## config.mk

```make
export PLATFORM = sky130hd
export DESIGN_NAME = decode_ctl
export DESIGN_NICKNAME = d
export VERILOG_FILES = /design/src/rtl/decode_pkg.sv /design/src/rtl/decode_scoreboard.sv /design/src/rtl/decode_ctl.sv
export SDC_FILE = /design/constraint.sdc
export NUM_CORES = 1
export LEC_CHECK = 0
export ABC_AREA = 1
export BUFFER_PORTS_ARGS = -buffer_cell sky130_fd_sc_hd__buf_2
export CORE_ASPECT_RATIO = 1.4
export CORE_UTILIZATION = 49
export DETAILED_ROUTE_END_ITERATION = 10
export GPL_ROUTABILITY_DRIVEN = 0
export HOLD_SLACK_MARGIN = 0.02
export PLACE_DENSITY = 0.86
export SYNTH_ARGS = -nofsm -noshare
export SYNTH_HDL_FRONTEND = slang
export SYNTH_SLANG_ARGS = --single-unit
export TNS_END_PERCENT = 1
```

## constraint.sdc

```tcl
create_clock -name clk -period 1.4 [get_ports clk]
set_input_delay 0 -clock clk [delete_from_list [all_inputs] [get_ports clk]]
set_output_delay 0 -clock clk [all_outputs]
set_load 0.02 [all_outputs]
```

## src/rtl/decode_pkg.sv

```systemverilog
// Shared decode definitions: instruction field codes, FSM states and the
// registered control bundle.
package decode_pkg;

    localparam logic [1:0] CLS_LD  = 2'b00;
    localparam logic [1:0] CLS_ST  = 2'b01;
    localparam logic [1:0] CLS_BR  = 2'b10;
    localparam logic [1:0] CLS_ALU = 2'b11;

    localparam logic [2:0] F1_LI  = 3'b000;
    localparam logic [2:0] F1_B   = 3'b100;
    localparam logic [2:0] F1_BCC = 3'b111;

    localparam logic [3:0] OP_NOWB  = 4'b0101;
    localparam logic [3:0] OP_LI    = 4'b0110;
    localparam logic [3:0] OP_RSV0  = 4'b0111;
    localparam logic [3:0] OP_SH_LO = 4'b1000;
    localparam logic [3:0] OP_SH_HI = 4'b1011;
    localparam logic [3:0] OP_IN    = 4'b1100;
    localparam logic [3:0] OP_OUT   = 4'b1101;
    localparam logic [3:0] OP_RSV1  = 4'b1110;
    localparam logic [3:0] OP_HLT   = 4'b1111;

    localparam logic [2:0] BR_ALWAYS = 3'b100;
    localparam logic [2:0] BR_NONE   = 3'b111;

    typedef enum logic [1:0] {
        ST_RUN       = 2'd0,
        ST_HALT_PEND = 2'd1,
        ST_HALTED    = 2'd2
    } state_t;

    typedef struct packed {
        logic       mem_read;
        logic       mem_write;
        logic       reg_write;
        logic       alu_src1;
        logic       alu_src2;
        logic       mem_to_reg;
        logic       in_en;
        logic       out_en;
        logic       alu_or_shift;
        logic       branch_cond;
        logic       as_bc;
        logic       halt;
        logic [3:0] opcode;
        logic [2:0] reg_dst;
        logic [2:0] branch;
    } ctl_t;

    function automatic ctl_t ctl_reset();
        ctl_t c;
        c        = '0;
        c.branch = BR_NONE;
        return c;
    endfunction

endpackage

```

## src/rtl/decode_scoreboard.sv

```systemverilog
// Per-register load-use scoreboard: a down-counter per register, armed by
// accepted loads, and the source-operand hazard check against it.
module decode_scoreboard
    import decode_pkg::*;
#(
    parameter int NREG     = 8,
    parameter int LOAD_LAT = 2
) (
    input  logic                    clk,
    input  logic                    rst_n,
    input  logic                    set_i,
    input  logic [$clog2(NREG)-1:0] set_idx_i,
    input  logic                    rd1_en_i,
    input  logic [$clog2(NREG)-1:0] rd1_idx_i,
    input  logic                    rd2_en_i,
    input  logic [$clog2(NREG)-1:0] rd2_idx_i,
    output logic                    hazard_o
);

    localparam int RW = $clog2(NREG);

    logic [NREG-1:0] busy;

    generate
        for (genvar gi = 0; gi < NREG; gi++) begin : g_cnt
            logic [2:0] cnt_q;
            logic [2:0] cnt_d;

            // A fresh load re-arms the counter even if it is still counting.
            always_comb begin
                cnt_d = cnt_q;
                if (set_i && (set_idx_i == RW'(gi))) begin
                    cnt_d = 3'(LOAD_LAT);
                end else if (cnt_q != 3'd0) begin
                    cnt_d = cnt_q - 3'd1;
                end
            end

            always_ff @(posedge clk) begin
                if (!rst_n) begin
                    cnt_q <= 3'd0;
                end else begin
                    cnt_q <= cnt_d;
                end
            end

            assign busy[gi] = (cnt_q != 3'd0);
        end
    endgenerate

    assign hazard_o = (rd1_en_i & busy[rd1_idx_i]) | (rd2_en_i & busy[rd2_idx_i]);

endmodule

```

## src/rtl/decode_ctl.sv

```systemverilog
// Instruction decode with a one-deep registered control bundle, load-use
// interlock and halt FSM. Macro DECODE_CTL_IO_EN enables the IN/OUT ops.
module decode_ctl
    import decode_pkg::*;
#(
    parameter int LOAD_LAT = 2,
    parameter int NREG     = 8
) (
    input  logic        clk,
    input  logic        rst_n,
    input  logic [15:0] inst,
    input  logic        in_valid,
    output logic        in_ready,
    output logic        out_valid,
    input  logic        out_ready,
    input  logic        flush,
    output logic        mem_read,
    output logic        mem_write,
    output logic        reg_write,
    output logic        alu_src1,
    output logic        alu_src2,
    output logic        mem_to_reg,
    output logic        in_en,
    output logic        out_en,
    output logic        alu_or_shift,
    output logic        branch_cond,
    output logic        as_bc,
    output logic        halt,
    output logic [3:0]  opcode,
    output logic [2:0]  reg_dst,
    output logic [2:0]  branch,
    output logic        halted
);

    localparam int RW = $clog2(NREG);

    logic [1:0] cls;
    logic [3:0] op;
    logic [2:0] f1;
    logic [2:0] f2;
    logic       unused_low;

    assign cls        = inst[15:14];
    assign f1         = inst[13:11];
    assign f2         = inst[10:8];
    assign op         = inst[7:4];
    assign unused_low = ^inst[3:0];

    ctl_t   dec;
    logic   rd1_en;
    logic   rd2_en;
    logic   hazard;
    logic   accept;
    logic   run_st;
    ctl_t   bundle_q, bundle_d;
    logic   out_valid_q, out_valid_d;
    logic   rdy_q;
    state_t state_q, state_d;

    always_comb begin
        dec          = '0;
        dec.branch   = BR_NONE;
        dec.alu_src2 = 1'b1;
        dec.reg_dst  = f2;
        rd1_en       = 1'b0;
        rd2_en       = 1'b0;
        case (cls)
            CLS_LD: begin
                dec.mem_read   = 1'b1;
                dec.reg_write  = 1'b1;
                dec.mem_to_reg = 1'b1;
                dec.reg_dst    = f1;
                rd2_en         = 1'b1;
            end
            CLS_ST: begin
                dec.mem_write = 1'b1;
                rd1_en        = 1'b1;
                rd2_en        = 1'b1;
            end
            CLS_BR: begin
                dec.alu_src1 = (f1 != F1_LI);
                if (f1 == F1_LI) begin
                    dec.reg_write = 1'b1;
                    dec.opcode    = OP_LI;
                end else if (f1 == F1_B) begin
                    dec.branch      = BR_ALWAYS;
                    dec.branch_cond = 1'b1;
                end else if (f1 == F1_BCC) begin
                    dec.branch      = f2;
                    dec.branch_cond = 1'b1;
                end
            end
            default: begin
                rd1_en           = 1'b1;
                rd2_en           = 1'b1;
                dec.opcode       = op;
                dec.alu_src2     = (op > OP_LI);
                dec.reg_write    = !(op == OP_NOWB || op == OP_RSV0 || op == OP_OUT ||
                                     op == OP_RSV1 || op == OP_HLT);
                dec.alu_or_shift = (op >= OP_SH_LO) && (op <= OP_SH_HI);
                dec.halt         = (op == OP_HLT);
                dec.as_bc        = !(op == OP_RSV0 || op == OP_IN || op == OP_OUT ||
                                     op == OP_RSV1 || op == OP_HLT);
`ifdef DECODE_CTL_IO_EN
                dec.in_en        = (op == OP_IN);
                dec.mem_to_reg   = (op == OP_IN);
                dec.out_en       = (op == OP_OUT);
`else
                // Without the IO port, IN must not write back a stale value.
                if (op == OP_IN) begin
                    dec.reg_write = 1'b0;
                end
`endif
            end
        endcase
    end

    decode_scoreboard #(
        .NREG     (NREG),
        .LOAD_LAT (LOAD_LAT)
    ) u_scoreboard (
        .clk       (clk),
        .rst_n     (rst_n),
        .set_i     (accept & dec.mem_read),
        .set_idx_i (f1[RW-1:0]),
        .rd1_en_i  (rd1_en),
        .rd1_idx_i (f1[RW-1:0]),
        .rd2_en_i  (rd2_en),
        .rd2_idx_i (f2[RW-1:0]),
        .hazard_o  (hazard)
    );

    assign in_ready = rdy_q & run_st & !flush & !hazard & (!out_valid_q | out_ready);
    assign accept   = in_valid & in_ready;

    always_comb begin
        out_valid_d = out_valid_q;
        bundle_d    = bundle_q;
        if (accept) begin
            out_valid_d = 1'b1;
            bundle_d    = dec;
        end else if (flush || out_ready) begin
            out_valid_d = 1'b0;
        end
    end

    // rdy_q keeps in_ready low for the first cycle after reset release.
    always_ff @(posedge clk) begin
        if (!rst_n) begin
            out_valid_q <= 1'b0;
            bundle_q    <= ctl_reset();
            rdy_q       <= 1'b0;
            state_q     <= ST_RUN;
        end else begin
            out_valid_q <= out_valid_d;
            bundle_q    <= bundle_d;
            rdy_q       <= 1'b1;
            state_q     <= state_d;
        end
    end

    always_comb begin
        state_d = state_q;
        case (state_q)
            ST_RUN: begin
                if (accept && dec.halt) begin
                    state_d = ST_HALT_PEND;
                end
            end
            ST_HALT_PEND: begin
                if (flush) begin
                    state_d = ST_RUN;
                end else if (out_valid_q && out_ready) begin
                    state_d = ST_HALTED;
                end
            end
            default: state_d = ST_HALTED;
        endcase
    end

    always_comb begin
        run_st = (state_q == ST_RUN);
        halted = (state_q == ST_HALTED);
    end

    assign out_valid    = out_valid_q;
    assign mem_read     = bundle_q.mem_read;
    assign mem_write    = bundle_q.mem_write;
    assign reg_write    = bundle_q.reg_write;
    assign alu_src1     = bundle_q.alu_src1;
    assign alu_src2     = bundle_q.alu_src2;
    assign mem_to_reg   = bundle_q.mem_to_reg;
    assign in_en        = bundle_q.in_en;
    assign out_en       = bundle_q.out_en;
    assign alu_or_shift = bundle_q.alu_or_shift;
    assign branch_cond  = bundle_q.branch_cond;
    assign as_bc        = bundle_q.as_bc;
    assign halt         = bundle_q.halt;
    assign opcode       = bundle_q.opcode;
    assign reg_dst      = bundle_q.reg_dst;
    assign branch       = bundle_q.branch;

endmodule

```

Yosys cells after proc, flatten, opt, wreduce, memory -nomap -nowiden
Index checks and enable logic that the tools add are counted.
- order comparisons: 5
- equal/unequal tests: 19
- bitwise gates (word level): 11
- reduce and logical (&&, ||, !) cells: 58
- multiplexer cells: 49
- add/sub/neg operators: 8
- operator list (operator ; count):
    2-bit two-way mux ; 20
    3-bit nonzero test ; 9
    3-bit by 1-bit subtractor with 3-bit output, second input constant ; 8
    2-bit OR reduction ; 10
    1-bit two-way mux ; 18
    3-bit two-way mux ; 6
    2-bit nonzero test ; 9
    4-bit == test, second input constant ; 4
    3-bit == test, second input constant ; 4
    1-bit logical AND ; 11
    1-bit logical OR ; 9
    1-bit bitwise AND ; 8
    4-bit by 3-bit == test with 1-bit output, second input constant ; 2
    3-bit by 4-bit < comparator with 1-bit output, second input constant ; 2
    4-bit case mux with 2 select lines ; 1
    1-bit binary-select mux with 3-bit select ; 2
    3-bit by 2-bit == test with 1-bit output, second input constant ; 2
    1-bit logical NOT ; 5
    2-bit by 1-bit == test with 1-bit output, second input constant ; 2
    2-bit == test, second input constant ; 2
    4-bit >= comparator, second input constant ; 1
    4-bit by 3-bit greater-than comparator with 1-bit output, second input constant ; 1
    4-bit <= comparator, second input constant ; 1
    2-bit logical NOT ; 2
    other kinds (10) ; 11
- register bits after elaboration: 47
- output and inout bits: 25
- logic and storage cells: 181
- input bits: 21

Depth between registers and ports, before layout
- word-level depth: 12
- gate-level depth with buffers: 15
- gate-level depth less buffers: 14

Hierarchy
A second synthesis with hierarchy kept.
- cell total of the unflattened synthesis: 369
- area, all modules: 2469.9 um^2
- modules (own cells, without submodules) (module ; cells each ; times used ; area each (um^2) ; seq. area each (um^2)):
    decode_scoreboard ; 210 ; 1 ; 1346.3 ; 480.5
    decode_ctl ; 159 ; 1 ; 1123.6 ; 460.4

Worst setup path after synthesis
No wires, ideal clock.
- kind: reg-to-reg
- start: reg u_scoreboard.g_cnt[1].cnt_q[0]
- end: reg u_scoreboard.g_cnt[0].cnt_q[2]
- period minus slack after synthesis: 1.566 ns
- arrival: 1.449 ns
- setup time: 0.117 ns
- buffers on the path: 1
- data required time: 1.283 ns
- setup slack: -0.166 ns
- stages on the path, launching flop included: 12
- path through: dfxtp_1 -> nor2_1 -> nand2_1 -> o21ai_1 -> inv_1 -> a21oi_1 -> nor2_1 -> nor2_4 -> buf_6 -> nand4_1 -> nand2_1 -> nor2_1
- cells in the longest elaborated chain, start to end: 12
- elaborated cells between the ends (all ways): 15
- classes of those cells: 4 x mux; 7 x bitwise; 4 x reduce/logical
- ends and longest elaborated chain (what ; RTL line ; source):
    start: declaration ; decode_scoreboard.sv:26 ; logic [2:0] cnt_q;
    start signal: assignment ; decode_scoreboard.sv:43 ; cnt_q <= cnt_d;
    3-bit nonzero test * ; decode_scoreboard.sv:47 ; assign busy[gi] = (cnt_q != 3'd0);
    1-bit binary-select mux with 3-bit select ; decode_scoreboard.sv:51 ; assign hazard_o = (rd1_en_i & busy[rd1_idx_i]) | (rd2_en_i & busy[rd2_idx_i]);
    1-bit two-way mux (not written as such) ; decode_scoreboard.sv:51 ;
    1-bit bitwise AND ; decode_scoreboard.sv:51 ;
    1-bit OR * ; decode_scoreboard.sv:51 ;
    1-bit logical NOT * ; decode_ctl.sv:133 ; assign in_ready = rdy_q & run_st & !flush & !hazard & (!out_valid_q | out_ready);
    1-bit bitwise AND * (2 in series) ; decode_ctl.sv:133 ;
    net in_ready ; decode_ctl.sv:13 ; output logic in_ready,
    1-bit bitwise AND * ; decode_ctl.sv:134 ; assign accept = in_valid & in_ready;
    1-bit bitwise AND * ; decode_ctl.sv:124 ; .set_i (accept & dec.mem_read),
    1-bit logical AND * ; decode_scoreboard.sv:32 ; if (set_i && (set_idx_i == RW'(gi))) begin
    2-bit OR reduction (no line) * ; -- ;
    end signal: assignment ; decode_scoreboard.sv:43 ;
    end: declaration ; decode_scoreboard.sv:26 ;
The timed path passes the listed nets; every way through them passes the cells marked *. The select of a mux whose other input is x is not followed.
A chain may end at the register's enable or synchronous reset.

Worst setup path after layout
- start: reg u_scoreboard.g_cnt[0].cnt_q[1]
- end: reg u_scoreboard.g_cnt[5].cnt_q[0]
- cells in the longest elaborated chain, start to end: 12
- elaborated cells between the ends (all ways): 15
- classes of those cells: 4 x mux; 7 x bitwise; 4 x reduce/logical
- ends and longest elaborated chain (what ; RTL line):
    3-bit nonzero test * ; decode_scoreboard.sv:47
    1-bit binary-select mux with 3-bit select ; decode_scoreboard.sv:51
    1-bit two-way mux (not written as such) ; decode_scoreboard.sv:51
    1-bit bitwise AND ; decode_scoreboard.sv:51
    1-bit OR * ; decode_scoreboard.sv:51
    1-bit logical NOT * ; decode_ctl.sv:133
    1-bit bitwise AND * (2 in series) ; decode_ctl.sv:133
    1-bit bitwise AND * ; decode_ctl.sv:134
    1-bit bitwise AND * ; decode_ctl.sv:124
    1-bit logical AND * ; decode_scoreboard.sv:32
    2-bit OR reduction (no line) * ; --
    end signal: assignment ; decode_scoreboard.sv:43
    end: declaration ; decode_scoreboard.sv:26
Every way passes the cells marked *; elsewhere a longest branch is shown, timed or not. The select of a mux whose other input is x is not followed.

==> impl_results.md <==
- Status: finished, violations left
- Failing checks: negative setup slack
- Fmax: 548 MHz
- Clk sink count: 47
- Share of layout cells above drive strength 1: 25.8%
- Hold Crit Class: input port to register
- Comb power frac: 13.2%
- Die width: 59.6 um
- Sw frac: 24.2%
- H-tree depth: 2
- Diode count: 0
- Final setup margin: -424 ps
- Pwr Density: 966 mW/mm^2
- Largest net degree at the start of global routing: 31
- Initial Util: 52.3%
- Max stage delay on crit path: 360 ps
- Slowest-stage cell, CP: dfxtp_4
- Critical path, cell by cell: nor2_4 > nand2_2 > nor2_1 > nor2_1 > nand2_1 > nand2_1 > nand2_2 > nand2_2 > nor2_4 > buf_6 > buf_4 > nand4_1 > nand2_1 > nor2_1
- Dpl ws: -274 ps
- Max-cap check violation count: 0
- Mean post-synth cell area: 6.55 sq um
- Critical path arrival: 2030 ps
- Sequential area share after synthesis: 41.4%
- Clock transition at path regs: 90 ps
- Peak supply drop: 0.000934 V
- Gr usage total: 26.8%
- Setup crit start kind: register
- Final setup viols: 46
- Via-to-Cell Ratio: 5.23
- Top register by number of flip-flops: u_scoreboard.g_cnt.cnt_q
- Leakage: 0.00149 uW
- Remaining DRCs: 0
- Clock buffer count from CTS: 5
- NumNets Final: 447
- Routed vias: 2548
- Top post-synthesis cells by area: dfxtp_1, nor2_1, nand2_1
- Hpwl dp: 4160 um
- Boundary Pins: 46
- Grt total ovfl: 0
- CP required: 1600 ps
- Sw power: 708 uW
- Worst slew margin: 63.0%
- Root Buffer: clkbuf_8
- Rows: 28
- Mapped Cells: 347
- Count of pins over their slew limit: 0
- Post-Syn Area: 0.00227 sq mm
- Most frequent cells in the layout: nand2_1, nor2_1, inv_1
- Tmin final: 1820 ps
- Top cell type's share of synthesized area: 41.4%
- Setup Skew: 8.82 ps
- P_int: 2220 uW
- First drt pass iteration count: 4
- Most common cell after layout, fill and taps aside: nand2_1
- WS Path Type: register to register
- Iter 0 DRT Violations: 85
- Final-report hold violation count: 0
- Clk_lat worst skew: 310 ps
- RSZ-0062 raised after global routing: true
- Area Growth Syn to Fin: 33.4%
- Routed wire per std cell: 12.5 um
- Yosys reg bits: 47
- Area of the core: 0.00434 sq mm
- Final Power: 2930 uW
- Max Buffers Root-to-Sink: 2
- Flop pwr share: 46.8%
- Max FFs per register: 24
- Port bufs: 39
- Setup_tns: -16090 ps
- Number of synthesis warnings: 0
- Die height: 82.6 um
- Cell taking the most area after synthesis: dfxtp_1
- Die area: 0.00492 sq mm
- Library cells used by synthesis: 25
- Worst Max-Slew Pin Slew: 552 ps
- CP Capture Type: register
- CTS tree: yes
- Number of global-route vias before repair: 2380
- Total Routed Length: 6100 um
- Clk pwr share: 40.0%
- Antenna violations before repair: 0
- First-pass GRT wire length: 9830 um
- Period Utilization, post-route: 130%
- Antenna viol nets, final: 0
- CP max FO: 3
==> power groups by stage <==
stage               logic (uW)  registers [uW]  clock network, uW
finish                     387            1370               1170
global route               425            1370               1240
CTS                        373            1370               1190
detailed placement         342            1400                  0
global placement           336            1400                  0
floorplan                  188            1430                  0
==> path summary, 6_finish.rpt <==
check | cells after the start | endpoint | from | slack, ps
setup / recovery | 14 | u_scoreboard.g_cnt[5].cnt_q[0] | u_scoreboard.g_cnt[0].cnt_q[1] | -420
hold reg to reg | 2 | u_scoreboard.g_cnt[1].cnt_q[2] | u_scoreboard.g_cnt[1].cnt_q[2] | 460
setup reg to reg | 14 | u_scoreboard.g_cnt[5].cnt_q[0] | u_scoreboard.g_cnt[0].cnt_q[1] | -420
hold / removal | 4 | alu_or_shift | inst[6] | 30
==> what timing repair did <==
item	CTS	global route
buffers inserted	3	2
setup endpoints to repair	46	47
resized for setup	10	19
endpoints found under the hold margin	3	0
pin swaps	8	12
hold buffers	4	0
==> logic make-up (layout without fill, tap and decap cells) <==
kind of cell	after synthesis	in the layout	share of synthesized area, %
AO/OA/AOI/OAI	50	50	11.7
buffers and inverters	58	137	11.2
flip-flops	47	47	41.4
other	1	2	0.165
AND/OR/NAND/NOR	191	191	35.5
==> synth_stat cells <==
master,n
o21bai_1,4
nand2_1,69
a21oi_1,26
buf_2,2
nand2_2,1
clkbuf_1,3
o21ai_0,14
o21ai_1,3
nand3_1,29
nand2_4,1
nor3_1,10
nand3b_1,1
buf_6,3
nor2_4,1
buf_4,3
clkinv_2,1
nor2_1,71
buf_1,1
clkinv_1,1
dfxtp_1,47
a21boi_0,1
nand4_1,8
conb_1,1
a31oi_1,2
inv_1,44
==> through the flow <==
step / hold slack, ps / instances / instance area [sq um] / utilization, %
after floorplan: 27.7 / 348 / 2280 / -
after global placement: 296 / 470 / 2740 / 63.0
after detailed placement: 298 / 470 / 2740 / 63.0
after CTS: 29.8 / 485 / 2970 / 68.3
after global routing: 73.2 / 487 / 3030 / 69.8
final: 33.7 / 487 / 3030 / 69.8
==> layout make-up <==
type,count,area (sq um)
fill,366,1310
multi-input combinational,243,1130
sequential,47,952
timing repair buffer,83,563
inverter,46,175
tap,60,75.1
clock buffer,6,72.6
clock inverter,2,60.1
==> routing by layer <==
metal,global-route usage (%),wire length (um)
met5,0,0
met1,27.8,2320
met2,47.4,3110
met3,5.30,359
met4,18.6,312
==> worst max-delay path: cells and delay by family (launching register included) <==
kind | cells | cell delay [ps]
buffers and inverters | 2 | 260
flip-flops | 1 | 360
AND/OR/NAND/NOR | 12 | 1130
No activity file was read; power rests on OpenSTA's default activity.
